--- config.mk ---
export PLATFORM = sky130hd
export DESIGN_NAME = oam_dma_ctrl
export DESIGN_NICKNAME = d
export VERILOG_FILES = /design/src/rtl/oam_dma_ctrl.sv
export SDC_FILE = /design/constraint.sdc
export NUM_CORES = 1
export LEC_CHECK = 0
export ABC_AREA = 1
export BUFFER_PORTS_ARGS = -buffer_cell sky130_fd_sc_hd__buf_2
export CAP_MARGIN = 0
export CORE_MARGIN = 1.5
export CORE_UTILIZATION = 51
export CTS_CLUSTER_DIAMETER = 50
export CTS_CLUSTER_SIZE = 16
export DETAILED_ROUTE_END_ITERATION = 6
export MAX_ROUTING_LAYER = met4
export PLACE_DENSITY = 0.84
export SLEW_MARGIN = 20
export SYNTH_ARGS = -nofsm -noshare
export SYNTH_HDL_FRONTEND = slang
export SYNTH_SLANG_ARGS = --single-unit
--- constraint.sdc ---
create_clock -name CLK -period 3.72 [get_ports CLK]
set_clock_uncertainty 0.05 [all_clocks]
set_input_delay 0.372 -clock CLK [delete_from_list [all_inputs] [get_ports CLK]]
set_output_delay 0.372 -clock CLK [all_outputs]
set_load 0.01 [all_outputs]
--- src/rtl/oam_dma_ctrl.sv ---
// oam_dma_ctrl: sprite OAM DMA sequencer that stalls the CPU and copies one 256-byte page to $2004.
module oam_dma_ctrl #(
    parameter logic [15:0] TRIG_ADDR = 16'h4014,
    parameter logic [15:0] OAM_ADDR  = 16'h2004,
    parameter int          XFER_LEN  = 256
) (
    input  logic        CLK,
    input  logic        RESET_n,
    input  logic [15:0] cpu_addr,
    input  logic [7:0]  cpu_data_out,
    input  logic        cpu_rw_n,
    input  logic [7:0]  bus_data_in,
    output logic        cpu_enable,
    output logic        dma_bus_req,
    output logic [15:0] dma_addr,
    output logic        dma_rw_n,
    output logic [7:0]  dma_data_out,
    output logic        dma_done
);
    typedef enum logic [2:0] {IDLE = 3'd0, HALT = 3'd1, ALIGN = 3'd2, READ = 3'd3, WRITE = 3'd4} state_t;
    state_t     state_q;
    logic       par_q;
    logic [7:0] page_q, idx_q, byte_q;
    logic       last_q;
    assign last_q = idx_q == 8'(XFER_LEN - 1);
    always_ff @(posedge CLK or negedge RESET_n) begin
        if (!RESET_n) begin
            state_q <= IDLE;
            par_q   <= 1'b0;
            page_q  <= 8'h00;
            idx_q   <= 8'h00;
            byte_q  <= 8'h00;
        end else begin
            par_q <= ~par_q;
            case (state_q)
                IDLE: if (!cpu_rw_n && cpu_addr == TRIG_ADDR) begin
                    page_q  <= cpu_data_out;
                    idx_q   <= 8'h00;
                    state_q <= HALT;
                end
                // reads must land on get (par=0) cycles, so an odd start burns one ALIGN cycle
                HALT:  state_q <= par_q ? READ : ALIGN;
                ALIGN: state_q <= READ;
                READ: begin
                    byte_q  <= bus_data_in;
                    state_q <= WRITE;
                end
                WRITE: begin
                    idx_q   <= last_q ? 8'h00 : idx_q + 8'h01;
                    state_q <= last_q ? IDLE : READ;
                end
                default: state_q <= IDLE;
            endcase
        end
    end
    assign cpu_enable   = state_q == IDLE;
    assign dma_bus_req  = state_q == READ || state_q == WRITE;
    assign dma_addr     = state_q == READ ? {page_q, idx_q} : state_q == WRITE ? OAM_ADDR : 16'h0000;
    assign dma_rw_n     = state_q != WRITE;
    assign dma_data_out = byte_q;
    assign dma_done     = state_q == WRITE && last_q;
endmodule

==> metrics.md <==
| Metric | Value |
|---|---|
| Outcome | finished clean |
| Hold Path Stages | 3 |
| I/O Buffers | 62 |
| Final WL | roughly 3000 µm |
| Core area | roughly 2800 µm² |
| Seq/Total Area, Yosys | 0.4643 |
| Synth Cell Area | approximately 1500 µm² |
| Final setup TNS | 0 ps |
| Worst Path Buf+Inv | 3 |
| Vias in the first global route | ~1300 |
| Largest cells by area after synthesis | dfrtp_1 46%, nand2_1 14%, inv_1 7.5% |
| First drt pass iteration count | 4 |
| Final hold vios | 0 |
| Setup crit start | state_q[0] |
| Sw Ratio | 0.3871 |
| Initial antenna violation count | 0 |
| GP Congestion | around 0.8 |
| Worst Setup Path Type | flop to primary output |
| Post-synth ARST share | 1.000 |
| Final ANT Viol Nets | 0 |
| Crit-path max FO | 24 |
| Share of post-route cells with drive strength above 1 | 0.3478 |
| Worst-skew pair later-pin latency | between 300 and 400 ps |
| Layout Area Growth over Synthesis | 23.22% |
| Crit end category | primary output |
| Tot GR Track Use | 0.2108 |
| Post-Synth XOR/XNOR Area | 0.01161 |
| Crit path DAT | roughly 2100 ps |
| Top Ports | 63 |
| Vias | approximately 1400 |
| Mapped Nets | between 200 and 250 |
| Reg2reg path depth | 5 |
| Residual DRC | 0 |
| Comb power frac | 0.362 |
| Max-slew headroom | 0.5583 |
| Largest family of logic cells by synthesized area | simple AND/OR/NAND/NOR gates |
| Global-route wire length before repair | roughly 5300 µm |
| Int Pwr | ~0.57 mW |
| Max Cap Viol | 0 |
| Die H | about 57 µm |
| Row cnt | 19 |
| HP Start | bus_data_in[4] |
| Period utilisation layout | 0.6873 |
| Flop pwr share | 0.478 |
| Crit path depth | 5 |
| Pin count of the biggest net entering global routing | 29 |
| Worst min-delay path category | primary input to flop |
| Cell count after synthesis | 192 |
| Maximum clock frequency | about 0.39 GHz |
| Top cell type's share of synthesized area | 0.4643 |
| TritonCTS clock tree | built |
| Initial Util | 0.5425 |
| Ys Warns | 0 |
| Post-Synth Adder-Cell Area | 0.008292 |
| Worst slack at placement | 1558 ps |
| Post-CTS Hold Buffers | 1 |
| CP Launch Type | flop |
| Mean Syn Cell Area | 7.859 µm² |
| CP Data Required Time | 3300 ps |
| Worst path slowest cell | nor3_2 |
| Pwr dens | between 400 and 500 nW/µm² |
| EDFF count, synth | 0 |
| DP HPWL | between 2000 and 2500 µm |
| Leakage | between 1 and 1.5 nW |
| Maximum VDD drop | slightly below 0.0005 V |
| Die Wd | 57.40 µm |
| Synth Area in Simple Gates | 0.3333 |
| Final WS setup | between 1000 and 1500 ps |
| Top-count cell post-synth | nand2_1 |
| Post-synthesis mux area share | 0 |
| GRT overflow | 0 |
| RSZ-0062 raised after global routing | no |
| TritonCTS Buffers | 3 |
| Clock power share | 0.160 |
| H-tree levels | 1 |
| # diodes | 0 |
| CP max stage delay | around 550 ps |
| Worst r2r src | state_q[0] |
| Worst slew pin tran | approximately 660 ps |
| Maximum clock insertion buffer count | 2 |
| Synth cell types | 27 |
| Wire length per cell | ~11 µm |
| CP cell instances | inv_1 > nor3_2 > inv_2 > o21ai_0 > buf_2 |
| Die ar. | between 3000 and 4000 µm² |
| Drt first-iter violations | 57 |
| Yosys reg bits | 28 |
| Final setup viols | 0 |
| CTS root buf | clkbuf_4 |
| CTS sink count | 28 |
| CP top delay family | buffers and inverters |
| Post-layout min period | between 2000 and 3000 ps |
| Slew Limit Fails | 0 |
| Net Sw Power | ~0.36 mW |
| Most used flip-flop cell after synthesis | dfrtp_1 |
| CTS resizes | 0 |
| Vias per cell | 4.849 |
| Clock transition at the registers of the reported paths | 150 ps |
| Cell taking the most area after synthesis | dfrtp_1 |
| Final #Nets | 290 |
| Post-CTS Setup Inserts | 0 |
| Top cells by count, synth | 58 x nand2_1, 30 x inv_1, 28 x dfrtp_1, 24 x nor2_1, 13 x nand3_1 |
| Post-synthesis compound-gate area fraction | 0.07546 |
-- power groups by stage --
stage | Sequential, mW | Combinational (mW) | Clock [mW]
after floorplan | 0.456 | 0.201 | 0
after global placement | 0.442 | 0.328 | 0
after detailed placement | 0.442 | 0.335 | 0
after CTS | 0.439 | 0.338 | 0.152
after global routing | 0.451 | 0.387 | 0.165
final | 0.441 | 0.334 | 0.147
-- per-stage QoR --
| stage | utilization | hold WS (ps) | total power [mW] | area, µm² | std cells |
|---|---|---|---|---|---|
| global route | 0.6685 | 177.0 | 1.003 | 1859 | 284 |
| global placement | 0.6518 | 346.3 | 0.7697 | 1813 | 279 |
| floorplan | - | 26.41 | 0.6563 | 1509 | 192 |
| CTS | 0.6685 | 178.3 | 0.9292 | 1859 | 284 |
| detailed placement | 0.6518 | 345.6 | 0.7776 | 1813 | 279 |
| finish | 0.6685 | 183.5 | 0.9225 | 1859 | 284 |
-- kinds of logic after synthesis --
| kind of cell | after synthesis |
|---|---|
| buffers and inverters | 37 |
| flip-flops | 28 |
| AO/OA/AOI/OAI | 15 |
| adder cells (fa/ha/maj) | 1 |
| AND/OR/NAND/NOR | 109 |
| XOR/XNOR | 2 |
-- cell type report --
cell class | count | area (µm²)
Fill cell | 261 | 922.1
Sequential cell | 28 | 700.7
Multi-Input combinational cell | 127 | 646.9
Timing Repair Buffer | 63 | 320.3
Inverter | 31 | 116.4
Tap cell | 31 | 38.79
Clock buffer | 4 | 36.28
-- metal layers --
metal  global-route usage  routed length [µm]
met5                    -                   0
met4              0.05980                  25
met3              0.02721                 133
met2               0.3636                1474
met1               0.2585                1394
-- worst register-to-register path, cell delays in order (launching register included) --
cell and delay [ps]:
dfrtp_1 450, inv_1 90, nor3_2 550, inv_2 350
nand2_1 130, nand2_1 70
-- state kept, by name, indices dropped and copies added, names as in the netlist --
register / cells
dma_data_out: 8
idx_q: 8
page_q: 8
par_q: 1
state_q: 3
-- worst paths after layout --
check,endpoint,slack (ps)
worst max-delay path,dma_addr[2],1160
worst min-delay path,dma_data_out[4],180
worst max register to register,dma_data_out[1],1940
worst min register to register,par_q,360
max in group asynchronous,page_q[5],2720
min in group asynchronous,idx_q[7],510
-- layout by cell type (no fill, tap or decap), drive strengths merged --
master	synthesis	layout
a21oi	3	3
buf	6	62
clkbuf	0	4
dfrtp	28	28
dlygate4sd3	0	1
ha	1	1
inv	31	31
nand2	62	62
nand3	13	13
nand4	2	2
nor2	26	26
nor3	2	2
nor3b	1	1
nor4	1	1
o21ai	10	10
o21bai	2	2
or2	2	2
xor2	2	2
Power figures use the tool's default switching activity.
